### config.mk
export PLATFORM = sky130hd
export DESIGN_NAME = deemph_iir
export DESIGN_NICKNAME = d
export VERILOG_FILES = /design/src/rtl/deemph_iir.sv
export SDC_FILE = /design/constraint.sdc
export NUM_CORES = 1
export LEC_CHECK = 0
export BUFFER_PORTS_ARGS = -buffer_cell sky130_fd_sc_hd__buf_2
export CAP_MARGIN = 0
export CORE_MARGIN = 4
export CORE_UTILIZATION = 40
export DETAILED_ROUTE_END_ITERATION = 16
export MAX_ROUTING_LAYER = met4
export PLACE_DENSITY = 0.66
export SLEW_MARGIN = 0
export SYNTH_ARGS = -nofsm -noshare
export SYNTH_HDL_FRONTEND = slang
export SYNTH_SLANG_ARGS = --single-unit
### constraint.sdc
create_clock -name clock -period 6.04 [get_ports clock]
set_input_delay 0.302 -clock clock [delete_from_list [all_inputs] [get_ports clock]]
set_output_delay 0.302 -clock clock [all_outputs]
set_load 0.01 [all_outputs]
### src/rtl/deemph_iir.sv
// First-order de-emphasis IIR between two FWFT FIFOs.
// Ports: clock/reset (sync, active-high), in_* upstream pop side,
//   out_* downstream push side. One output sample per input sample.
//   y[n] = DQ(X0*x[n]) + DQ(X1*x[n-1]) + DQ(Y1*y[n-1])
//   DQ() is an arithmetic shift by BITS that rounds toward zero.
module deemph_iir #(
    parameter int DATA_WIDTH = 32,
    parameter int BITS       = 10,
    parameter int X0         = 178,
    parameter int X1         = 178,
    parameter int Y1         = 666
) (
    input  logic                  clock,
    input  logic                  reset,
    input  logic [DATA_WIDTH-1:0] in_dout,
    input  logic                  in_empty,
    output logic                  in_rd_en,
    output logic [DATA_WIDTH-1:0] out_din,
    input  logic                  out_full,
    output logic                  out_wr_en
);

    localparam int PW = 2 * DATA_WIDTH;

    localparam logic signed [PW-1:0] C_X0 = PW'(X0);
    localparam logic signed [PW-1:0] C_X1 = PW'(X1);
    localparam logic signed [PW-1:0] C_Y1 = PW'(Y1);

    // Bias added to negative products so the shift truncates toward zero.
    localparam logic signed [PW-1:0] RND = (PW'(1) << BITS) - PW'(1);

    typedef enum logic [1:0] {
        S_IDLE,
        S_MUL,
        S_SUM,
        S_WRITE
    } state_t;

    state_t                 state_q, state_d;
    logic [DATA_WIDTH-1:0]  x_q, x_d;
    logic [DATA_WIDTH-1:0]  x1_q, x1_d;
    logic [DATA_WIDTH-1:0]  y1_q, y1_d;
    logic [DATA_WIDTH-1:0]  y_q, y_d;
    logic signed [PW-1:0]   p0_q, p0_d;
    logic signed [PW-1:0]   p1_q, p1_d;
    logic signed [PW-1:0]   p2_q, p2_d;

    function automatic logic signed [PW-1:0] sext(
        input logic [DATA_WIDTH-1:0] v
    );
        return {{DATA_WIDTH{v[DATA_WIDTH-1]}}, v};
    endfunction

    function automatic logic [DATA_WIDTH-1:0] dq(
        input logic signed [PW-1:0] v
    );
        logic signed [PW-1:0] adj;
        logic signed [PW-1:0] shr;
        adj = v[PW-1] ? (v + RND) : v;
        shr = adj >>> BITS;
        return shr[DATA_WIDTH-1:0];
    endfunction

    always_comb begin
        state_d   = state_q;
        x_d       = x_q;
        x1_d      = x1_q;
        y1_d      = y1_q;
        y_d       = y_q;
        p0_d      = p0_q;
        p1_d      = p1_q;
        p2_d      = p2_q;
        in_rd_en  = 1'b0;
        out_wr_en = 1'b0;

        case (state_q)
            S_IDLE: begin
                if (!in_empty) begin
                    in_rd_en = 1'b1;
                    x_d      = in_dout;
                    state_d  = S_MUL;
                end
            end
            S_MUL: begin
                p0_d    = C_X0 * sext(x_q);
                p1_d    = C_X1 * sext(x1_q);
                p2_d    = C_Y1 * sext(y1_q);
                state_d = S_SUM;
            end
            S_SUM: begin
                // Sum wraps modulo 2^DATA_WIDTH, no saturation.
                y_d     = dq(p0_q) + dq(p1_q) + dq(p2_q);
                state_d = S_WRITE;
            end
            S_WRITE: begin
                if (!out_full) begin
                    out_wr_en = 1'b1;
                    x1_d      = x_q;
                    y1_d      = y_q;
                    state_d   = S_IDLE;
                end
            end
            default: begin
                state_d = S_IDLE;
            end
        endcase

        // Handshakes stay quiet for the whole reset window.
        if (reset) begin
            in_rd_en  = 1'b0;
            out_wr_en = 1'b0;
        end
    end

    assign out_din = reset ? '0 : y_q;

    always_ff @(posedge clock) begin
        if (reset) begin
            state_q <= S_IDLE;
            x_q     <= '0;
            x1_q    <= '0;
            y1_q    <= '0;
            y_q     <= '0;
            p0_q    <= '0;
            p1_q    <= '0;
            p2_q    <= '0;
        end else begin
            state_q <= state_d;
            x_q     <= x_d;
            x1_q    <= x1_d;
            y1_q    <= y1_d;
            y_q     <= y_d;
            p0_q    <= p0_d;
            p1_q    <= p1_d;
            p2_q    <= p2_d;
        end
    end

endmodule
==> metrics.cfg <==
[synth]
synth_commonest_cells = inv_1 (549), ha_1 (437), nand2_1 (319)
synthMuxAreaShare = 0.0328
synth_edf_count = 0
yosys.cell_count.top_type = inv_1
synthFlopType = dfxtp_1
yosys.area_share.simple = 0.132
synth-xor-area-share = 0.0653
netlist.area_leader.share = 0.198
synth_area_leaders = ha_1 (20%), dfxtp_1 (18%), fa_1 (18%)
synth-compound-area-share = 0.123
async_reset_ff_frac = 0
synthCells = 3205
synth_fa_ha_area_frac = 0.376
synth_top_family_by_area = adder cells
synth.avg_cell_area_um2 = 8.61
synth-seq-cells = 252
yosysUniqueCellTypes = 89
ys.warnings.count = 0
synth_nets = 3923
synth_area_um2 = 27600
synth_area_leader_cell = ha_1
yosysSeqAreaShare = 0.183

[sta]
max-slew-margin-rel = 0.439
setup_tns_ns = 0
hold_viol_final = 0
skew_ns = 0.0136
setup_viol = 0
clock.fmax_mhz = 187
finalMaxSlewViolations = 0
worst_pin_slew_ns = 0.842
period_share = 0.886
finalCriticalPeriod_ns = 5.35
rsz0062_at_grt = false

[clock_tree]
cts_buffers = 34
cts_setup_buffers = 0
cts_buffer_depth = 3
cts_sinks = 252
clock_latency_ns = 0.55
cts_tree = yes
cts.htree.levels = 2
cts-root-buf = clkbuf_16
clk_pin_slew_worst_paths_ns = 0.06

[routing]
ant_nets = 0
wl_met1_mm = 30.7
wl_mm = 61.6
dr.pass1.iters = 5
drt_iter0_markers = 880
met3_length_mm = 2.15
vias = 20780
vias_per_cell = 4.98
wl_met2_mm = 27.6
highest_layer = met4
post-route-drc-count = 0
wl_per_cell_um = 14.8

[layout]
design_area_um2 = 30400
num_antenna_cells = 0
nets = 3983
layout-drive-gt1-share = 0.0508
syn2layout_area_growth_pct = 9.94

[worst_setup_path]
cp-start-kind = flop
worstPathMaxFanout = 6
endpoint_kind = flop
arrival_ns = 5.80
required_ns = 6.49
worst-setup-path-type = reg -> reg

[global_routing]
grt_pass1_wl_mm = 103
antenna_found_initial = 0
grt-ovfl-total = 0
grt_pass1_vias = 20484
track_usage = 0.173
grt_max_degree = 96

[floorplan]
die_h_um = 271
start_util = 0.403
die_w_um = 271
coreArea_um2 = 68500
ios = 70
dieArea_um2 = 73300
core.rowCount = 96

[pwr]
vdd_drop_max_uv = 150
p_per_area_nw_per_um2 = 262
leakagePower_nw = 15.6

[run]
maxCapViolCount = 0

[place]
routabilityCongestion = 0.879
dpl_cell_area_um2 = 28800
hpwlAfterDp_mm = 49.2
portBuffers = 69

[status]
status = finished clean

[min_path]
hp-class = in -> reg

==> cell usage in the layout, fill, tap and decap left out, drive strengths merged, types with 26 or more instances in the layout <==
master / count
nor2: 217
a21o: 74
nand2: 320
nand3: 54
buf: 83
nand4: 31
a211oi: 36
xnor2: 112
xor2: 94
nor2b: 46
and3: 26
inv: 551
nor3: 31
a21oi: 212
ha: 437
dfxtp: 252
clkbuf: 47
dlygate4sd3: 31
o21ai: 79
mux2i: 87
fa: 245
==> cell families after synthesis <==
kind of cell / after synthesis
buffers and inverters: 639
AOI/OAI and AO/OA: 535
muxes: 90
and+or+nand+nor: 801
DFF: 252
adders and majority gates: 682
xor gates and xnor gates: 206
==> sequential cells by signal, indices dropped and copies added (netlist names) <==
register / count
p0_q: 40
p1_q: 40
p2_q: 42
state_q: 2
x1_q: 32
x_q: 32
y1_q: 32
y_q: 32
==> stage by stage <==
step           worst slack [ns]  std cells   util  power (mW)  hold slack (ns)
2_1_floorplan              1.09       3205      -        4.81            0.427
3_3_place_gp              0.787       4080  0.421        5.71            0.456
3_5_place_dp              0.712       4080  0.421        5.77            0.463
4_1_cts                   0.690       4171  0.443        8.05          0.00951
5_1_grt                   0.356       4171  0.443        8.64           0.0384
6_report                  0.688       4171  0.443        7.96           0.0320
==> area by class of cell <==
| class | instances | area (um^2) |
|---|---|---|
| Fill cell | 6735 | 38100 |
| Multi-Input combinational cell | 2314 | 20100 |
| Sequential cell | 252 | 5040 |
| Inverter | 549 | 2060 |
| Tap cell | 882 | 1100 |
| Clock buffer | 47 | 1000 |
| Timing Repair Buffer | 114 | 771 |
| Clock inverter | 13 | 230 |
==> worst max-delay path, stage by stage, from the launching register on <==
cell and delay, ns:
dfxtp_1 0.47, ha_1 0.28, ha_1 0.27, inv_1 0.04
fa_1 0.48, inv_1 0.06, fa_1 0.53, inv_1 0.05
fa_1 0.51, inv_1 0.04, ha_1 0.37, a21oi_1 0.10
o21ai_1 0.19, a31oi_1 0.12, o211a_1 0.26, a31o_4 0.26
or3_1 0.38, a21oi_1 0.23, a21boi_1 0.12, or4_1 0.40
o311ai_1 0.09
==> power by group <==
part | internal, mW | leakage, nW | switching [mW]
combinational | 1.36 | 13.0 | 2.19
clock | 1.42 | 0.596 | 0.811
sequential | 1.88 | 2.04 | 0.302
==> routing by layer <==
metal  vias up  global-route usage
li1      10669                   -
met1      9782               0.235
met2       254               0.277
met3        75              0.0226
met4         0              0.0373
met5         -                   -
==> final timing paths <==
| kind | depth (start not counted) | startpoint | to | slack [ns] |
|---|---|---|---|---|
| hold / removal | 3 | in_dout[9] | x_q[9] | 0.03 |
| setup / recovery | 20 | y1_q[6] | p2_q[37] | 0.69 |
| setup reg to reg | 20 | y1_q[6] | p2_q[37] | 0.69 |
| hold reg to reg | 2 | y_q[18] | y1_q[18] | 0.46 |
==> repair_timing <==
| item | 4_1_cts | 5_1_grt |
|---|---|---|
| setup endpoints to repair | 0 | 0 |
| hold buffers | 31 | 0 |
| gates resized for setup | 0 | 0 |
| endpoints found under the hold margin | 31 | 0 |
(Power assumes the default switching activity.)
